$ cat src/rtl/pipelined_adder_if.sv
// Operand/result handshake bundle for pipelined_adder.
// The master drives operands and out_ready; the slave (the adder) drives in_ready and results.
interface pipelined_adder_if #(
   parameter int WIDTH = 16
);
   logic             in_valid;
   logic             in_ready;
   logic [WIDTH-1:0] a;
   logic [WIDTH-1:0] b;
   logic             cin;
   logic             out_valid;
   logic             out_ready;
   logic [WIDTH-1:0] sum;
   logic             cout;
   logic             ovf;

   modport master (
      output in_valid, a, b, cin, out_ready,
      input  in_ready, out_valid, sum, cout, ovf
   );

   modport slave (
      input  in_valid, a, b, cin, out_ready,
      output in_ready, out_valid, sum, cout, ovf
   );
endinterface

$ cat src/rtl/pipelined_adder.sv
// WIDTH-bit adder with carry-in, carry-out and signed overflow, carry chain split into STAGES
// registered segments of WIDTH/STAGES bits; one global enable stalls the whole pipe.
module pipelined_adder #(
   parameter int WIDTH  = 16,
   parameter int STAGES = 4
) (
   input  logic               i_clk,
   input  logic               i_rst,
   pipelined_adder_if.slave   bus
);
   if (WIDTH < 1 || STAGES < 1 || STAGES > WIDTH || (WIDTH % STAGES) != 0) begin : g_param_err
      $error("pipelined_adder: WIDTH must be a multiple of STAGES with 1 <= STAGES <= WIDTH");
   end

   localparam int SEG  = WIDTH / STAGES;
   localparam int LAST = STAGES - 1;

   logic [WIDTH-1:0] r_a [STAGES];
   logic [WIDTH-1:0] r_b [STAGES];
   logic [WIDTH-1:0] r_s [STAGES];
   logic             r_c [STAGES];
   logic             r_v [STAGES];
   logic             r_ovf;

   logic [WIDTH-1:0] w_a_in  [STAGES];
   logic [WIDTH-1:0] w_b_in  [STAGES];
   logic [WIDTH-1:0] w_s_in  [STAGES];
   logic [WIDTH-1:0] w_s_nxt [STAGES];
   logic             w_c_in  [STAGES];
   logic             w_v_in  [STAGES];
   logic [SEG:0]     w_seg   [STAGES];
   logic             w_adv;
   logic             w_ovf_nxt;

   assign w_adv = ~r_v[LAST] | bus.out_ready;

   // Each stage adds its own segment; finished lower sum bits and untouched upper operand
   // bits ride along in the stage registers.
   always_comb begin
      w_a_in[0] = bus.a;
      w_b_in[0] = bus.b;
      w_c_in[0] = bus.cin;
      w_s_in[0] = '0;
      w_v_in[0] = bus.in_valid;
      for (int k = 1; k < STAGES; k++) begin
         w_a_in[k] = r_a[k-1];
         w_b_in[k] = r_b[k-1];
         w_c_in[k] = r_c[k-1];
         w_s_in[k] = r_s[k-1];
         w_v_in[k] = r_v[k-1];
      end
      for (int k = 0; k < STAGES; k++) begin
         w_seg[k] = {1'b0, w_a_in[k][k*SEG +: SEG]} + {1'b0, w_b_in[k][k*SEG +: SEG]}
                  + {{SEG{1'b0}}, w_c_in[k]};
         w_s_nxt[k] = w_s_in[k];
         w_s_nxt[k][k*SEG +: SEG] = w_seg[k][SEG-1:0];
      end
      w_ovf_nxt = (w_a_in[LAST][WIDTH-1] == w_b_in[LAST][WIDTH-1])
                & (w_s_nxt[LAST][WIDTH-1] != w_a_in[LAST][WIDTH-1]);
   end

   // Data registers load only behind a valid token so the output holds across bubbles.
   always_ff @(posedge i_clk or posedge i_rst) begin
      if (i_rst) begin
         for (int k = 0; k < STAGES; k++) begin
            r_a[k] <= '0;
            r_b[k] <= '0;
            r_s[k] <= '0;
            r_c[k] <= 1'b0;
            r_v[k] <= 1'b0;
         end
         r_ovf <= 1'b0;
      end else if (w_adv) begin
         for (int k = 0; k < STAGES; k++) begin
            r_v[k] <= w_v_in[k];
            if (w_v_in[k]) begin
               r_a[k] <= w_a_in[k];
               r_b[k] <= w_b_in[k];
               r_s[k] <= w_s_nxt[k];
               r_c[k] <= w_seg[k][SEG];
            end
         end
         if (w_v_in[LAST]) begin
            r_ovf <= w_ovf_nxt;
         end
      end
   end

   assign bus.in_ready  = w_adv;
   assign bus.out_valid = r_v[LAST];
   assign bus.sum       = r_s[LAST];
   assign bus.cout      = r_c[LAST];
   assign bus.ovf       = r_ovf;
endmodule

$ cat src/flat_wrapper.sv
// flat-port wrapper written by rule: the top's interface ports become plain ports
module pipelined_adder_flat 
#(
   parameter int WIDTH  = 16,
   parameter int STAGES = 4
)
  (i_clk, i_rst, bus_in_valid, bus_a, bus_b, bus_cin, bus_out_ready, bus_in_ready, bus_out_valid, bus_sum, bus_cout, bus_ovf);
  pipelined_adder_if #(.WIDTH(WIDTH)) bus_i ();
  input  logic i_clk;
  input  logic i_rst;
  input wire logic [$bits(bus_i.in_valid)-1:0] bus_in_valid;
  input wire logic [$bits(bus_i.a)-1:0] bus_a;
  input wire logic [$bits(bus_i.b)-1:0] bus_b;
  input wire logic [$bits(bus_i.cin)-1:0] bus_cin;
  input wire logic [$bits(bus_i.out_ready)-1:0] bus_out_ready;
  output wire logic [$bits(bus_i.in_ready)-1:0] bus_in_ready;
  output wire logic [$bits(bus_i.out_valid)-1:0] bus_out_valid;
  output wire logic [$bits(bus_i.sum)-1:0] bus_sum;
  output wire logic [$bits(bus_i.cout)-1:0] bus_cout;
  output wire logic [$bits(bus_i.ovf)-1:0] bus_ovf;
  assign bus_i.in_valid = bus_in_valid;
  assign bus_i.a = bus_a;
  assign bus_i.b = bus_b;
  assign bus_i.cin = bus_cin;
  assign bus_i.out_ready = bus_out_ready;
  assign bus_in_ready = bus_i.in_ready;
  assign bus_out_valid = bus_i.out_valid;
  assign bus_sum = bus_i.sum;
  assign bus_cout = bus_i.cout;
  assign bus_ovf = bus_i.ovf;
  pipelined_adder #(.WIDTH(WIDTH), .STAGES(STAGES)) u_core (.i_clk(i_clk), .i_rst(i_rst), .bus(bus_i));
endmodule
$ cat config.mk
export PLATFORM = sky130hd
export DESIGN_NAME = pipelined_adder_flat
export DESIGN_NICKNAME = d
export VERILOG_FILES = /design/src/rtl/pipelined_adder_if.sv /design/src/rtl/pipelined_adder.sv /design/src/flat_wrapper.sv
export SDC_FILE = /design/constraint.sdc
export NUM_CORES = 1
export LEC_CHECK = 0
export CORE_AREA = 2 2 107 109
export DETAILED_ROUTE_END_ITERATION = 10
export DIE_AREA = 0 0 109 111
export PLACE_DENSITY_LB_ADDON = 0.1
export SLEW_MARGIN = 20
export SYNTH_ARGS = -nofsm -noshare
export SYNTH_HDL_FRONTEND = slang
export SYNTH_SLANG_ARGS = --single-unit
$ cat constraint.sdc
create_clock -name i_clk -period 3.53 [get_ports i_clk]
set_clock_uncertainty 0.1 [all_clocks]
set_input_delay 0.5295 -clock i_clk [delete_from_list [all_inputs] [get_ports i_clk]]
set_output_delay 0.5295 -clock i_clk [all_outputs]
set_load 0.005 [all_outputs]
; Yosys cells after proc, flatten, opt, wreduce, memory -nomap -nowiden
; Cells that the tools add are included.
[op_classes]
n_addsub = 8
n_eq_ne = 2
n_bitwise = 3
reduce_logical = 4
[op_table]
columns = cell, n
row1 = $add A4 B4 Y5, 4
row2 = $add A5 B1 Y5, 4
row3 = $reduce_and A2 Y1, 4
row4 = $and A1 B1 Y1, 1
row5 = $eq A1 B1 Y1, 1
row6 = $ne A1 B1 Y1, 1
row7 = $not A1 Y1, 1
row8 = $or A1 B1 Y1, 1
[word_totals]
reg_bits = 145
out_inout_bits = 20
elab_cells = 36

; Logic depth before layout (Yosys ltp)
[logic_depth]
word_depth = 4
depth_mapped = 6
mapped_depth_nobuf = 6

; Worst setup path after synthesis
; Ideal clock, no wire load.
[synth_path]
path_type = input -> register
start = in bus_cin
end = reg u_core.r_c[3] in the netlist's numbering
setup_time_ps = 129
arrival_time_ps = 1714
t_required_ps = 3301
setup_slack_ps = 1587
stages = 5
path_buffers = 0
cell_sequence = fa_1 > fa_1 > a21o_1 > a21oi_1 > o21ai_0
[synth_between]
elab_chain_cells = 1
[synth_rtl]
columns = item, line_no
row1 = start: declaration, flat_wrapper.sv:14  ; input wire logic [$bits(bus_i.cin)-1:0] bus_cin;
row2 = $add A5 B1 Y5, pipelined_adder.sv:54  ; + {{SEG{1'b0}}, w_c_in[k]};
row3 = end signal: indexed assignment, pipelined_adder.sv:80  ; r_c[k] <= w_seg[k][SEG];
row4 = end: declaration, pipelined_adder.sv:21  ; logic r_c [STAGES];
; No other way between the ends.
; A chain may end at the register's enable or synchronous reset.

; Worst setup path after layout
[layout_path]
start = in bus_out_ready
end = out bus_in_ready
[layout_between]
elab_chain_cells = 1
[layout_rtl]
columns = item, line_no
row1 = start: declaration, flat_wrapper.sv:15  ; input wire logic [$bits(bus_i.out_ready)-1:0] bus_out_ready;
row2 = $or A1 B1 Y1, pipelined_adder.sv:35  ; assign w_adv = ~r_v[LAST] | bus.out_ready;
row3 = end: declaration, flat_wrapper.sv:16  ; output wire logic [$bits(bus_i.in_ready)-1:0] bus_in_ready;
; No other way between the ends.

==> impl_metrics.csv <==
group,metric,value,unit
timing,rsz0062_at_grt,"false",
synthesis,yosysWarningCount,0,
pwr,irDropWorstVdd,0.3233,mV
floorplanning,io-pin-count,57,
floorplanning,start_util,0.4144,
floorplanning,dieHeight,111,um
placed_design,numPortBuffers,56,
grt,grt_max_degree,53,
routing,dr.pass1.iters,4,
synthesis,yosysMostFrequentCell,"dfrtp_1",
pwr,powerDensity,898.9,nW/um^2
worst_setup_path,crit_fanout,16,
timing,finalSetupViolCount,0,
synthesis,synth_cells,305,
clocking,path_clk_slew,0.06,ns
placed_design,gp_congestion,0.7177,
layout,fin_nets,404,
synthesis,ys_seq_area_frac,0.5288,
timing,period_minus_slack,2.609,ns
floorplanning,fp.dieW,109,um
clocking,cts_tree,"done",
clocking,ctsHoldBuffers,0,
clocking,clock_sinks,97,
timing,setup_tns,0,ns
routing,drt-initial-drc-count,66,
timing,slew_viol_final,0,
synthesis,netlist_top_cells_area,"dfrtp_1, mux2_4, mux2_2",
clocking,cts_setup_buffers,0,
clocking,cts_resized,0,
routing,wire_per_inst,14.73,um
synthesis,synth.largest_area_cell,"dfrtp_1",
grt,grt.total_usage,0.1341,
pwr,cellLeakagePower,2.465,nW
synthesis,async_flop_share,1.000,
outcome,run_status,"finished, final reports clean",
timing,hold_violations,0,
grt,use_met1,0.1975,
job,timing.max_cap.violations,0,
synthesis,synth_seq_cells,97,
floorplanning,die_area,12100,um^2
clocking,numCtsBuffers,9,
timing,worst_slew_pin_slew,0.5822,ns
worst_setup_path,setup.worst_path.class,"input pin to primary output",
clocking,clk_latency,0.33,ns
grt,grt_pass1_vias,2531,
synthesis,syn_area,4591,um^2
grt,met3_usage,0.02469,
grt,grt_most_used_layer,"met1",
timing,max_slew_margin,0.6119,
placed_design,hpwl,5112,um
timing,finalCritPeriodShare,0.7390,
layout,final_layout_size_suffix_gt1_frac,0.2841,
clocking,cts_buffer_depth,2,
routing,vias_per_cell,4.822,
clocking,cts_max_level,3,
synthesis,ys_types,30,
worst_setup_path,crit_path_start_kind,"input pin",
worst_setup_path,critPathCaptureType,"primary output",
worst_setup_path,r2r_setup_slack,1.57,ns
grt,grt_pass1_wl,12540,um
synthesis,syn_nets,362,
synthesis,synth_edf_count,0,
worst_setup_path,reg2regPathDepth,5,
synthesis,yosys_most_used_dff,"dfrtp_1",
layout,syn_to_final_growth,17.93,%
timing,max_freq,383.3,MHz
synthesis,netlist.area_leader.share,0.5288,
hold_path,hp-class,"flop to flop",
routing,ant_nets,0,
synthesis,syn-mean-instance-area,15.05,um^2
timing,worst_slack,0.9214,ns
clocking,cts-root-buf,"clkbuf_16",
grt,overflow,0,
routing,route.detailed.drc,0,
routing,vias,2387,
placed_design,place_ws,0.9252,ns
grt,use_met2,0.1934,
grt,antenna_found_initial,0,
worst_setup_path,critPathRequiredTime,2.90,ns
synthesis,netlist_top_cells_count,"dfrtp_1, mux2_4, mux2_2, o21ai_0, buf_4",
hold_path,min_delay_path_depth,1,
layout,num_antenna_cells,0,
floorplanning,core,11080,um^2
floorplanning,rows,39,
routing,routed_wl,7291,um
worst_setup_path,worst_ep_arrival_time,1.98,ns
layout make-up:
| cell class | count | area, um^2 |
|---|---|---|
| inverters | 12 | 50.05 |
| flip-flops and latches | 97 | 2427 |
| fillers | 986 | 5663 |
| repair buffers | 57 | 580.6 |
| clock buffers | 14 | 264.0 |
| well taps | 143 | 178.9 |
| multi-input cells | 170 | 1853 |
| clock inverters | 2 | 60.06 |
critical path, stage by stage:
cell and delay, ns:
clkdlybuf4s50_1 0.44, nor2b_4 0.35, inv_4 0.17, clkdlybuf4s50_1 0.48
kinds of logic after synthesis:
| kind of cell | share of synthesized area |
|---|---|
| xor gates and xnor gates | 0.007633 |
| buffers and inverters | 0.06759 |
| and+or+nand+nor | 0.03134 |
| DFF | 0.5288 |
| muxes | 0.2314 |
| AOI/OAI and AO/OA | 0.06569 |
| adders and majority gates | 0.06759 |
path summary, 6_finish.rpt:
| kind | startpoint | to |
|---|---|---|
| worst max-delay path | bus_out_ready | bus_in_ready |
| worst min-delay path | u_core.r_s[38]$_DFFE_PP0P_ | u_core.r_s[22]$_DFFE_PP0P_ |
| worst max register to register | u_core.r_c[1]$_DFFE_PP0P_ | u_core.bus.cout$_DFFE_PP0P_ |
| worst min register to register | u_core.r_s[38]$_DFFE_PP0P_ | u_core.r_s[22]$_DFFE_PP0P_ |
| max in group asynchronous | i_rst | u_core.bus.sum[0]$_DFFE_PP0P_ |
| min in group asynchronous | i_rst | u_core.r_b[54]$_DFFE_PP0P_ |
placed cells by master, fill, tap and decap left out, types with 3 or more instances in the layout:
cell             synthesis  final
clkdlybuf4s50_1          0     56
mux2_2                  29     29
a21boi_0                 5      5
inv_1                   11     10
nand3_1                  4      4
mux2_4                  49     49
ha_1                    12     12
a21oi_1                 10     10
fa_1                     8      8
o31ai_1                  4      4
and3b_1                  3      3
a21o_1                   3      3
clkbuf_16                0      9
o21ai_0                 26     26
clkbuf_1                 1      3
dfrtp_1                 97     97
per-stage QoR:
step | std cells | instance area (um^2) | hold WS, ns | total power, mW | utilization
CTS | 495 | 5414 | 0.4025 | 4.939 | 0.4888
finish | 495 | 5414 | 0.4002 | 4.867 | 0.4888
global placement | 479 | 5090 | 0.3890 | 3.805 | 0.4595
floorplan | 305 | 4591 | 0.3701 | 3.477 | -
detailed placement | 479 | 5090 | 0.3885 | 3.865 | 0.4595
global route | 495 | 5414 | 0.4239 | 5.234 | 0.4888
report_power, final:
group          internal (mW)  total [mW]  switching (mW)
clock                  0.661        1.05           0.386
combinational           1.16        1.89           0.730
sequential              1.62        1.93           0.320
total                   3.43        4.87            1.44
sequential cells by signal, indices dropped and copies added, names as in the netlist:
register and flops:
u_core.bus.cout 1, u_core.r_b 24, u_core.r_c 3, u_core.bus.ovf 1, u_core.bus.out_valid 1, u_core.r_s 24, u_core.r_a 24, u_core.r_v 3
u_core.bus.sum 16
layer usage:
| metal | routed length [um] | vias to the layer above |
|---|---|---|
| met5 | 0 | - |
| met1 | 3658 | 1194 |
| met2 | 3294 | 44 |
| met4 | 78 | 0 |
| li1 | - | 1143 |
| met3 | 259 | 6 |
No activity file was read; power rests on OpenSTA's default activity.
